==> config.mk <==
export PLATFORM = sky130hd
export DESIGN_NAME = seg_display_arbiter
export DESIGN_NICKNAME = d
export VERILOG_FILES = /design/src/rtl/seg_pkg.sv /design/src/rtl/scan_timer.sv /design/src/rtl/seg_display_arbiter.sv
export SDC_FILE = /design/constraint.sdc
export NUM_CORES = 1
export LEC_CHECK = 0
export BUFFER_PORTS_ARGS = -buffer_cell sky130_fd_sc_hd__buf_2
export CORE_UTILIZATION = 50
export CTS_CLUSTER_DIAMETER = 50
export DETAILED_ROUTE_END_ITERATION = 6
export PLACE_DENSITY_LB_ADDON = 0.05
export SETUP_SLACK_MARGIN = 0.02
export SKIP_LAST_GASP = 1
export SYNTH_ARGS = -nofsm -noshare
export SYNTH_HDL_FRONTEND = slang
export SYNTH_SLANG_ARGS = --single-unit
==> constraint.sdc <==
create_clock -name clk -period 2.3 [get_ports clk]
set_input_delay 0.115 -clock clk [delete_from_list [all_inputs] [get_ports clk]]
set_output_delay 0.115 -clock clk [all_outputs]
set_load 0.02 [all_outputs]
==> src/rtl/seg_pkg.sv <==
// seg_pkg: shared digit widths, owner states and anode table for the display arbiter.
package seg_pkg;
    localparam int DIGIT_W = 5;
    localparam int NUM_DIGITS = 4;
    typedef enum logic [1:0] {IDLE, OWN_A, OWN_B} owner_t;
    localparam logic [NUM_DIGITS-1:0][3:0] ANODE_ON = {4'b0111, 4'b1011, 4'b1101, 4'b1110};
    localparam logic [3:0] ANODE_OFF = 4'b1111;
endpackage

==> src/rtl/scan_timer.sv <==
// scan_timer: per-slot tick counter and 4-slot scan counter; flags the blank window and frame boundary.
module scan_timer #(
    parameter int PERIOD = 100000,
    parameter int BLANK_CYC = 2000
) (
    input logic clk,
    input logic reset,
    output logic [1:0] slot,
    output logic blank,
    output logic frame_boundary
);
    localparam int TW = $clog2(PERIOD);
    logic [TW-1:0] tick;
    logic wrap;
    assign wrap = tick == TW'(PERIOD - 1);
    assign blank = tick < TW'(BLANK_CYC);
    assign frame_boundary = wrap && slot == 2'd3;
    always_ff @(posedge clk) begin
        if (reset) begin
            tick <= '0;
            slot <= '0;
        end else begin
            tick <= wrap ? '0 : tick + 1'b1;
            slot <= wrap ? slot + 1'b1 : slot;
        end
    end
endmodule

==> src/rtl/seg_display_arbiter.sv <==
// seg_display_arbiter: frame-aligned A/B ownership of a 4-digit seven-segment display with snapshot and scan drive.
// Optional BLINK_EN adds blink_mask and a frame counter whose MSB blanks masked slots.
module seg_display_arbiter
    import seg_pkg::*;
#(
    parameter int PERIOD = 100000,
    parameter int BLANK_CYC = 2000,
    parameter int HOLD_FRAMES = 8
) (
    input logic clk,
    input logic reset,
    input logic req_a,
    input logic [NUM_DIGITS*DIGIT_W-1:0] dig_a,
    input logic req_b,
    input logic [NUM_DIGITS*DIGIT_W-1:0] dig_b,
`ifdef BLINK_EN
    input logic [NUM_DIGITS-1:0] blink_mask,
`endif
    output logic gnt_a,
    output logic gnt_b,
    output logic frame_start,
    output logic [DIGIT_W-1:0] led_output,
    output logic [3:0] an
);
    logic [1:0] slot;
    logic blank;
    logic frame_boundary;
    logic eligible;
    logic dark;
    logic [7:0] hold;
    logic [NUM_DIGITS-1:0][DIGIT_W-1:0] snap;
    owner_t state, state_next;

    scan_timer #(.PERIOD(PERIOD), .BLANK_CYC(BLANK_CYC)) u_scan (
        .clk(clk),
        .reset(reset),
        .slot(slot),
        .blank(blank),
        .frame_boundary(frame_boundary)
    );

    assign eligible = hold >= 8'(HOLD_FRAMES);
    assign gnt_a = state == OWN_A;
    assign gnt_b = state == OWN_B;

    always_comb begin
        state_next = state;
        if (frame_boundary)
            case (state)
                IDLE: state_next = req_a ? OWN_A : req_b ? OWN_B : IDLE;
                OWN_A: state_next = (!eligible || req_a) ? OWN_A : req_b ? OWN_B : IDLE;
                OWN_B: state_next = !eligible ? OWN_B : req_a ? OWN_A : req_b ? OWN_B : IDLE;
                default: state_next = IDLE;
            endcase
    end

    always_ff @(posedge clk) begin
        if (reset) state <= IDLE;
        else state <= state_next;
    end

`ifdef BLINK_EN
    logic [5:0] frame_cnt;
    logic [NUM_DIGITS-1:0] mask_snap;
    always_ff @(posedge clk) begin
        if (reset) begin
            frame_cnt <= '0;
            mask_snap <= '0;
        end else if (frame_boundary) begin
            frame_cnt <= frame_cnt + 6'd1;
            mask_snap <= state_next == IDLE ? '0 : blink_mask;
        end
    end
    assign dark = blank || state == IDLE || (frame_cnt[5] && mask_snap[slot]);
`else
    assign dark = blank || state == IDLE;
`endif

    // Digits and owner change together at the boundary so a frame never mixes sources.
    always_ff @(posedge clk) begin
        if (reset) begin
            hold <= '0;
            snap <= '0;
            frame_start <= 1'b0;
            led_output <= '0;
            an <= ANODE_OFF;
        end else begin
            frame_start <= frame_boundary;
            an <= dark ? ANODE_OFF : ANODE_ON[slot];
            if (!blank) led_output <= snap[slot];
            if (frame_boundary) begin
                hold <= state_next != state ? 8'd1 : eligible ? hold : hold + 8'd1;
                snap <= state_next == OWN_A ? dig_a : state_next == OWN_B ? dig_b : '0;
            end
        end
    end
endmodule

==> metrics.txt <==
clock buffer count from CTS=9; CTS Sinks=59; dpl cells=465; Ant. Diodes=0; Top Metal Used=met4; nets=around 470; Routed WL per cell=15.2 microns; worst r2r src=u_scan.tick[11]; fin crit share=0.982; CP Launch Point=u_scan.tick[11]; Fill cells=~490; area share of fa/ha/maj cells after synthesis=0.0289; global route total overflow=0; post-CTS sizing=0; sequential share of the synthesized area=0.390; WL met2=3530 microns; fraction of layout cells with a size suffix above 1=0.256; Reg clk slew, reported paths=roughly 70 ps; Final setup viols=0; port bufs=55; worst min path class=input pin to flip-flop; WL final=7580 microns; multi-input logic area=between 0.0015 and 0.002 sq mm; multiplexer share of the synthesized area=0.0570; Peak VDD IR=about 0.42 mV; Layout Cells excl Fill=498; Worst Path Required=approximately 2500 ps; Static Leak=about 1.5 nW; clock buffer depth=2; final clock skew=7.09 ps; CTS Root Cell=clkbuf_8; CTS tree=done; simple-gate share of the synthesized area=0.224; critical-path maximum fanout=22; hold depth=2; Crit. End Element=flip-flop; Post-DRT Antenna Nets=0; Min-Delay Endpoint=snap[10]; dpl hpwl=5000 microns; Primary FF master, synth=dfxtp_1; Avg Inst Size Synth=~8.9 sq um; commonest non-fill, non-tap cell in the layout=dfxtp_1; Max Fclk=0.443 GHz; reg2reg end=snap[17]; largest family of logic cells by synthesized area=simple AND/OR/NAND/NOR gates; core box area=0.00568 sq mm; HP Start=dig_a[10]; post-synthesis cell type count=50; critical path class=flip-flop to flip-flop; final hold vios=0; Clock Latency Late Sink=roughly 340 ps; final slew viol count=0; routed vias=2,918; crit path DAT=2480 ps; DR vias/cell=a little under 6; Post-Syn Nets=between 300 and 400; Post-synth ARST share=0; M1 WL=3420 microns; Rows=27; Starting Density=0.534; antenna violations before repair=0; Die Area=approximately 0.0064 sq mm; Synth Cell Area=between 0.003 and 0.004 sq mm; Period minus WS final=2260 ps; die width=79.8 microns; max cap viols=0; CTS H-tree depth=3; EDFF count, synth=0; reg2reg path depth=5; first-pass GRT wire length=12,800 microns; Final TNS setup=0 ps; XOR/XNOR Fraction of Synth Area=0.0434; status=complete, no violations; Max-slew headroom=0.370; pin count of the biggest net entering global routing=28; #FFs+latches synth=a little under 60; pwr dens=about 560 mW/mm^2; Ports=56; met3 WL=556 microns; die span in y=79.8 microns; CP startpoint kind=flip-flop; most frequent cells in the layout=dfxtp_1, buf_2, nor2_1; vias in the first global route=2,843; Iter 0 DRT Violations=152; worst slew pin tran=between 900 and 1000 ps; GRT Util Overall=0.262; DRC=0; Final GP Congestion=0.783; reg-to-reg slack, setup=40 ps; Yosys Warn Count=0; cell count after synthesis=about 340; area grow syn2layout=26.6%; Compound-Gate Fraction of Synth Area=0.196; drt pass-1 iters=4; storage element area=0.00118 sq mm; RSZ-0062 raised after global routing=yes
## where the power goes
part | internal (W) | switching [W]
Clock | 0.000553 | 0.000398
Combinational | 0.0000793 | 0.0000800
Sequential | 0.00103 | 0.0000133
Total | 0.00166 | 0.000492
## how the worst max path moves through the flow
stage / to / slack (ps)
after CTS: snap[17] / 30
final: snap[17] / 40
after global routing: snap[17] / -40
after global placement: snap[11] / 80
after floorplan: snap[10] / 140
after detailed placement: snap[17] / 30
## metrics by stage
step           area, sq um  utilization  total power, W  setup slack [ps]  hold slack (ps)
6_report              3830        0.675         0.00215              40.3             13.8
5_1_grt               3830        0.675         0.00223             -44.5             10.8
4_1_cts               3830        0.674         0.00217              27.5            0.452
3_5_place_dp          3460        0.610         0.00120              28.7              341
3_3_place_gp          3460        0.610         0.00120              79.7              337
2_1_floorplan         3030            -         0.00113               138              253
## cells by family after synthesis
logic type	after synthesis
and+or+nand+nor	122
AOI/OAI and AO/OA	90
DFF	59
buffers and inverters	37
xor gates and xnor gates	15
muxes	11
adders and majority gates	7
## cell usage after synthesis, types with 4 or more instances
master / n / area [sq um]
a21oi_1: 26 / 130
xor2_1: 7 / 61.3
nand3_1: 9 / 45.0
o21ai_1: 21 / 105
clkbuf_1: 11 / 41.3
ha_1: 7 / 87.6
nor3_1: 6 / 30.0
xnor2_1: 8 / 70.1
nor2_1: 30 / 113
o21ai_0: 9 / 45.0
mux2i_1: 6 / 60.1
nand4_1: 24 / 150
buf_2: 9 / 45.0
a211oi_1: 4 / 30.0
mux4_2: 5 / 113
a221o_1: 20 / 200
nor4_1: 5 / 31.3
nand2_1: 20 / 75.1
inv_1: 10 / 37.5
dfxtp_1: 59 / 1180
## layer usage
layer | track usage | vias up
met5 | 0 | -
met4 | 0.114 | 0
met3 | 0.0583 | 8
met2 | 0.429 | 122
met1 | 0.329 | 1366
li1 | - | 1422
## worst max-delay path: stages (launching register included)
cell,delay [ps]
dfxtp_1,310
or4_4,580
or4_4,690
o21ai_1,180
a21oi_1,90
a221o_1,290
## state kept, by name, indices dropped and copies added (netlist names)
register / cells
frame_start: 1
an: 4
led_output: 5
hold: 8
snap: 20
state: 2
u_scan.tick: 17
u_scan.slot: 2
## what timing repair did
action | CTS | global route
endpoints found under the hold margin | 15 | 0
hold buffers | 17 | 0
buffers inserted | 0 | 1
endpoints found under the setup margin | 0 | 23
## final cells by class
| cell class | instances | share of cell area |
|---|---|---|
| clock buffers | 13 | 0.0414 |
| flip-flops and latches | 59 | 0.308 |
| clock inverters | 2 | 0.00914 |
| well taps | 72 | 0.0235 |
| inverters | 10 | 0.00979 |
| repair buffers | 97 | 0.172 |
| multi-input cells | 245 | 0.436 |
Power figures use the tool's default switching activity.
